==> config.mk <==
export PLATFORM = sky130hd
export DESIGN_NAME = fsm_control
export DESIGN_NICKNAME = d
export VERILOG_FILES = /design/src/rtl/fsm_control.sv
export SDC_FILE = /design/constraint.sdc
export NUM_CORES = 1
export LEC_CHECK = 0
export ABC_AREA = 1
export ABC_CLOCK_PERIOD_IN_PS = 2100
export CAP_MARGIN = 15
export CORE_AREA = 8 8 113 63
export DETAILED_ROUTE_END_ITERATION = 8
export DIE_AREA = 0 0 121 71
export PLACE_DENSITY = 0.85
export SYNTH_ARGS = -nofsm -noshare
export SYNTH_HDL_FRONTEND = slang
export SYNTH_SLANG_ARGS = --single-unit
export TNS_END_PERCENT = 50
==> constraint.sdc <==
create_clock -name Clk -period 2.1 [get_ports Clk]
set_input_delay 0.42 -clock Clk [delete_from_list [all_inputs] [get_ports Clk]]
set_output_delay 0.42 -clock Clk [all_outputs]
set_load 0.01 [all_outputs]
==> src/rtl/fsm_control.sv <==
// fsm_control: multi-cycle processor control unit.
// Walks each instruction through IF / ID / EX / MEM / WB / BR. All datapath
// controls are decoded combinationally from the current state and the
// instruction register. Only the state and the retired-instruction counter are
// held in flops.

module fsm_control (
    input  logic        Clk,
    input  logic        Reset,
    input  logic [31:0] Instr,
    input  logic        Instr_Valid,
    input  logic        ALU_zero,
    input  logic        Mem_Ack,
    output logic        IR_LdEn,
    output logic        PC_LdEn,
    output logic        PC_sel,
    output logic        RF_WrEn,
    output logic        RF_WrData_sel,
    output logic        RF_B_sel,
    output logic        ALU_Bin_sel,
    output logic        ALU_Ain_zero,
    output logic [3:0]  ALU_func,
    output logic        MEM_RdEn,
    output logic        MEM_WrEn,
    output logic [31:0] Retired,
    output logic [3:0]  State
);

    typedef enum logic [3:0] {
        S_IF  = 4'd0,
        S_ID  = 4'd1,
        S_EX  = 4'd2,
        S_MEM = 4'd3,
        S_WB  = 4'd4,
        S_BR  = 4'd5
    } state_t;

    typedef enum logic [2:0] {
        C_NOP,
        C_RTYPE,
        C_ALUI,
        C_LOAD,
        C_STORE,
        C_BCOND,
        C_JUMP
    } iclass_t;

    localparam logic [5:0] OP_RTYPE = 6'b100000;
    localparam logic [5:0] OP_ADDI  = 6'b111000;
    localparam logic [5:0] OP_LI    = 6'b110000;
    localparam logic [5:0] OP_ANDI  = 6'b110010;
    localparam logic [5:0] OP_ORI   = 6'b110011;
    localparam logic [5:0] OP_LB    = 6'b000011;
    localparam logic [5:0] OP_LW    = 6'b001111;
    localparam logic [5:0] OP_SB    = 6'b000111;
    localparam logic [5:0] OP_SW    = 6'b011111;
    localparam logic [5:0] OP_BEQ   = 6'b000000;
    localparam logic [5:0] OP_BNE   = 6'b000001;
    localparam logic [5:0] OP_B     = 6'b111111;

    localparam logic [3:0] FUNC_ADD = 4'b0000;
    localparam logic [3:0] FUNC_SUB = 4'b0001;
    localparam logic [3:0] FUNC_AND = 4'b0010;
    localparam logic [3:0] FUNC_OR  = 4'b0011;

    state_t      state_q, state_d;
    logic [31:0] retired_q, retired_d;

    logic [5:0]  opcode;
    iclass_t     iclass;
    logic        is_li;
    logic        is_bne;

    // ALU-side controls derived from the instruction alone; EX drives them
    // and MEM/WB keep driving them so the ALU result stays stable.
    logic        dec_rf_b_sel;
    logic        dec_alu_bin_sel;
    logic        dec_alu_ain_zero;
    logic [3:0]  dec_alu_func;

    logic        ir_ld;
    logic        pc_ld;
    logic        pc_sel;
    logic        rf_wr;
    logic        rf_wrdata_sel;
    logic        rf_b_sel;
    logic        alu_bin_sel;
    logic        alu_ain_zero;
    logic [3:0]  alu_func;
    logic        mem_rd;
    logic        mem_wr;

    // Only the opcode and the low func nibble steer control; the rest of the
    // instruction word feeds the datapath directly.
    logic unused_instr_bits;
    assign unused_instr_bits = ^Instr[25:4];

    assign opcode = Instr[31:26];

    // Sort the opcode into the instruction classes that share a state path.
    always_comb begin
        iclass = C_NOP;
        is_li  = 1'b0;
        is_bne = 1'b0;
        case (opcode)
            OP_RTYPE: iclass = C_RTYPE;
            OP_ADDI,
            OP_ANDI,
            OP_ORI:   iclass = C_ALUI;
            OP_LI: begin
                iclass = C_ALUI;
                is_li  = 1'b1;
            end
            OP_LB,
            OP_LW:    iclass = C_LOAD;
            OP_SB,
            OP_SW:    iclass = C_STORE;
            OP_BEQ:   iclass = C_BCOND;
            OP_BNE: begin
                iclass = C_BCOND;
                is_bne = 1'b1;
            end
            OP_B:     iclass = C_JUMP;
            default:  iclass = C_NOP;
        endcase
    end

    // ALU operand and operation selection per instruction class.
    always_comb begin
        dec_rf_b_sel     = 1'b0;
        dec_alu_bin_sel  = 1'b0;
        dec_alu_ain_zero = 1'b0;
        dec_alu_func     = FUNC_ADD;
        case (iclass)
            C_RTYPE: begin
                dec_rf_b_sel    = 1'b0;
                dec_alu_bin_sel = 1'b0;
                dec_alu_func    = Instr[3:0];
            end
            C_ALUI: begin
                dec_alu_bin_sel  = 1'b1;
                dec_alu_ain_zero = is_li;
                if (opcode == OP_ANDI) begin
                    dec_alu_func = FUNC_AND;
                end else if (opcode == OP_ORI) begin
                    dec_alu_func = FUNC_OR;
                end else begin
                    dec_alu_func = FUNC_ADD;
                end
            end
            C_LOAD: begin
                dec_alu_bin_sel = 1'b1;
                dec_alu_func    = FUNC_ADD;
            end
            C_STORE: begin
                dec_rf_b_sel    = 1'b1;
                dec_alu_bin_sel = 1'b1;
                dec_alu_func    = FUNC_ADD;
            end
            C_BCOND: begin
                dec_rf_b_sel    = 1'b1;
                dec_alu_bin_sel = 1'b0;
                dec_alu_func    = FUNC_SUB;
            end
            default: begin
                dec_rf_b_sel     = 1'b0;
                dec_alu_bin_sel  = 1'b0;
                dec_alu_ain_zero = 1'b0;
                dec_alu_func     = FUNC_ADD;
            end
        endcase
    end

    // Next-state and per-state control outputs; PC_LdEn marks the last cycle
    // of every instruction and is also what advances the retired counter.
    always_comb begin
        state_d       = S_IF;
        ir_ld         = 1'b0;
        pc_ld         = 1'b0;
        pc_sel        = 1'b0;
        rf_wr         = 1'b0;
        rf_wrdata_sel = 1'b0;
        rf_b_sel      = 1'b0;
        alu_bin_sel   = 1'b0;
        alu_ain_zero  = 1'b0;
        alu_func      = FUNC_ADD;
        mem_rd        = 1'b0;
        mem_wr        = 1'b0;
        case (state_q)
            S_IF: begin
                ir_ld   = Instr_Valid;
                state_d = Instr_Valid ? S_ID : S_IF;
            end
            S_ID: begin
                state_d = (iclass == C_JUMP) ? S_BR : S_EX;
            end
            S_EX: begin
                rf_b_sel     = dec_rf_b_sel;
                alu_bin_sel  = dec_alu_bin_sel;
                alu_ain_zero = dec_alu_ain_zero;
                alu_func     = dec_alu_func;
                case (iclass)
                    C_RTYPE,
                    C_ALUI:  state_d = S_WB;
                    C_LOAD,
                    C_STORE: state_d = S_MEM;
                    C_BCOND: begin
                        pc_ld   = 1'b1;
                        pc_sel  = is_bne ? ~ALU_zero : ALU_zero;
                        state_d = S_IF;
                    end
                    default: begin
                        pc_ld   = 1'b1;
                        pc_sel  = 1'b0;
                        state_d = S_IF;
                    end
                endcase
            end
            S_MEM: begin
                rf_b_sel     = dec_rf_b_sel;
                alu_bin_sel  = dec_alu_bin_sel;
                alu_ain_zero = dec_alu_ain_zero;
                alu_func     = dec_alu_func;
                mem_rd       = (iclass == C_LOAD);
                mem_wr       = (iclass == C_STORE);
                if (!Mem_Ack) begin
                    state_d = S_MEM;
                end else if (iclass == C_LOAD) begin
                    state_d = S_WB;
                end else begin
                    pc_ld   = 1'b1;
                    pc_sel  = 1'b0;
                    state_d = S_IF;
                end
            end
            S_WB: begin
                rf_b_sel      = dec_rf_b_sel;
                alu_bin_sel   = dec_alu_bin_sel;
                alu_ain_zero  = dec_alu_ain_zero;
                alu_func      = dec_alu_func;
                rf_wr         = 1'b1;
                rf_wrdata_sel = (iclass != C_LOAD);
                pc_ld         = 1'b1;
                pc_sel        = 1'b0;
                state_d       = S_IF;
            end
            S_BR: begin
                pc_ld   = 1'b1;
                pc_sel  = 1'b1;
                state_d = S_IF;
            end
            default: begin
                state_d = S_IF;
            end
        endcase
    end

    // Retired count advances on the edge that closes an instruction.
    always_comb begin
        retired_d = retired_q;
        if (pc_ld) begin
            retired_d = retired_q + 32'd1;
        end
    end

    // State and retired counter; reset returns to fetch with a cleared count.
    always_ff @(posedge Clk or negedge Reset) begin
        if (!Reset) begin
            state_q   <= S_IF;
            retired_q <= 32'd0;
        end else begin
            state_q   <= state_d;
            retired_q <= retired_d;
        end
    end

    // IR load depends directly on Instr_Valid, so it is masked while reset
    // is held; every other enable is already idle because the state is IF.
    assign IR_LdEn       = ir_ld & Reset;
    assign PC_LdEn       = pc_ld;
    assign PC_sel        = pc_sel;
    assign RF_WrEn       = rf_wr;
    assign RF_WrData_sel = rf_wrdata_sel;
    assign RF_B_sel      = rf_b_sel;
    assign ALU_Bin_sel   = alu_bin_sel;
    assign ALU_Ain_zero  = alu_ain_zero;
    assign ALU_func      = alu_func;
    assign MEM_RdEn      = mem_rd;
    assign MEM_WrEn      = mem_wr;
    assign Retired       = retired_q;
    assign State         = state_q;

endmodule
==> flow_metrics.tcl <==
set metrics [dict create \
    pre_cts_ws_ns -0.650 \
    use_met3 0.0810 \
    finalSetupViolCount 0 \
    rows 20 \
    yosys.area_share.xor_xnor 0.0523 \
    via_per_inst 5.30 \
    final_layout_size_suffix_gt1_frac 0.167 \
    wirelength_mm 9.35 \
    num_vias 3142 \
    use_met1 0.347 \
    cts_max_level 2 \
    n_fill_cell 511 \
    grt.overflow.total 0 \
    fp.dieH_um 71 \
    synth_fa_ha_area_frac 0.00467 \
    hp-class "primary input to async pin" \
    place_congestion 0.974 \
    route.antenna.remaining_nets 0 \
    drv_cap 0 \
    stdcell_area_mm2 0.00368 \
    tritoncts "yes" \
    final_net_count 555 \
    antenna_found_initial 0 \
    clk_pin_slew_ns 0.07 \
    io_buffers 63 \
    remaining_drc_errors 0 \
    cts_root_buf "clkbuf_8" \
    min_period_ns 2.09 \
    fin_util 0.648 \
    die_x_um 121 \
    synth_edf_count 0 \
    critical_path_required_ns 1.68 \
    grt_max_degree 36 \
    yosys_warnings 0 \
    arrival_ns 1.67 \
    clk-insertion-delay-late_ns 0.28 \
    grt_pass1_vias 2813 \
    ys_ff_latch 35 \
    busiest_layer "met1" \
    synth_top_family_by_area "simple AND/OR/NAND/NOR gates" \
    slew_viol_final 0 \
    cts.sinks 35 \
    synth_compound_area_frac 0.0196 \
    finalPower_w 0.00220 \
    skew_ns 0.00285 \
    outcome "finished, final reports clean" \
    synth-async-reset-ratio 1.00 \
    final_cell_mix "nand2_1, nor2_1, clkdlybuf4s50_1" \
    leakagePower_nw 1.78 \
    hold_violations 0 \
    start_kind "flop" \
    switchingPower_w 0.000863 \
    final_common_cell "nand2_1" \
    grt_pass1_wl_mm 15.0 \
    muxShareOfSynthArea 0 \
    swShare 0.393 \
    power_density_mw_per_mm2 597 \
    ys_seq_area_frac 0.327 \
    seq_power_share 0.364 \
    fin_setup_tns_ns 0 \
    areaGrowthSynthToFinish_pct 37.3 \
    ios 87 \
    post_drt_wl_per_cell_um 15.8 \
    die_area_mm2 0.00859 \
    grt_util_met2 0.271 \
    cts_hold_buf 0 \
    dr.pass1.iters 5 \
    ys_types 28 \
    layout_setup_ws_ns 0.00812 \
    place_hpwl_mm 7.31 \
    syn_area_mm2 0.00268 \
    synth-simple-area-share 0.532 \
    place_area_mm2 0.00353 \
    end_kind "primary output" \
    n_antenna_cell 0 \
    pwr-share-comb 0.433 \
    p_int_w 0.00133 \
    fmax_mhz 478 \
    clockBufferDepth 2 \
    start_util 0.472 \
    grt_use_total 0.219 \
    worstPathMaxFanout 5 \
    power_frac_clock 0.203 \
    synth_cells 424 \
    cts_buffers 5 \
    rsz0062_at_grt "yes" \
    syn_nets 462 \
    ys.flop_type "dfrtp_1" \
    avgSynthCellArea_um2 6.32 \
    post-route-period-util 0.996 \
    crit_type "flop to primary output" \
    drtIter0Drc 369 \
    ir_drop_mv 0.398 \
    core_mm2 0.00568 \
]
cell families (layout without fill, tap and decap cells):
logic type / count (synthesis) / after routing
DFF: 35 / 35
and+or+nand+nor: 330 / 330
adders and majority gates: 1 / 1
other: 1 / 1
xor gates and xnor gates: 16 / 16
AOI/OAI and AO/OA: 7 / 7
buffers and inverters: 34 / 126
worst max-delay path: stages, from the launching register on:
cell and delay (ns):
dfrtp_1 0.39, nor2_2 0.14, nand2_1 0.08, o21ai_0 0.08, buf_4 0.16, inv_1 0.11, a31oi_1 0.18, clkdlybuf4s15_2 0.25
per-stage QoR:
step           hold WS, ns  instances
2_1_floorplan        0.124        424
3_3_place_gp         0.496        581
3_5_place_dp         0.502        581
4_1_cts              0.207        590
5_1_grt              0.234        593
6_report             0.193        593
routing by layer:
metal / up-vias / wire length (um)
met4: 0 / 30
met1: 1461 / 4660
met2: 162 / 3440
li1: 1511 / -
met5: - / 0
met3: 8 / 1220
power by group through the flow:
stage / Combinational, W / Clock (W) / Sequential [W]
finish: 0.000952 / 0.000446 / 0.000800
CTS: 0.000933 / 0.000453 / 0.000798
global placement: 0.000901 / 0 / 0.000803
floorplan: 0.000467 / 0 / 0.000845
global route: 0.00101 / 0.000483 / 0.000807
detailed placement: 0.000913 / 0 / 0.000808
final timing paths:
check                              endpoint  slack (ns)  depth (start not counted)         from
worst max-delay path            ALU_Bin_sel       0.008                          7     State[0]
worst min-delay path             Retired[5]        0.19                          2        Reset
worst max register to register  Retired[16]        0.27                          8   Retired[1]
worst min register to register  Retired[31]        0.57                          2  Retired[31]
max in group asynchronous       Retired[27]        1.59                          2        Reset
min in group Clk                Retired[31]        0.57                          2  Retired[31]
cells in the mapped netlist (all sizes together) (2+ instances only):
library cell / count / area, um^2
nand2: 189 / 727
nor2: 73 / 292
nand3: 46 / 250
dfrtp: 35 / 876
inv: 21 / 78.8
nand3b: 16 / 120
buf: 10 / 78.8
xor2: 10 / 87.6
xnor2: 6 / 52.6
a21oi: 4 / 35.0
clkinv: 3 / 11.3
nand4: 3 / 18.8
a31oi: 2 / 12.5
nor3b: 2 / 15.0
registers in the layout (all words and copies together), names as in the netlist:
register  flops
State         3
Retired      32
layout make-up:
| cell class | instances | area [um^2] | share of cell area |
|---|---|---|---|
| clock buffer | 6 | 72.6 | 0.0197 |
| inverter | 24 | 92.6 | 0.0252 |
| multi-input combinational | 355 | 1710 | 0.465 |
| sequential | 35 | 876 | 0.238 |
| tap | 77 | 96.3 | 0.0262 |
| timing repair buffer | 96 | 832 | 0.226 |
what timing repair did:
action,CTS,global route
endpoints found under the setup margin,12,11
resized for setup,54,19
hold endpoints to repair,0,0
setup buffers,3,3
pin swaps,2,8
No activity file was read; power rests on OpenSTA's default activity.
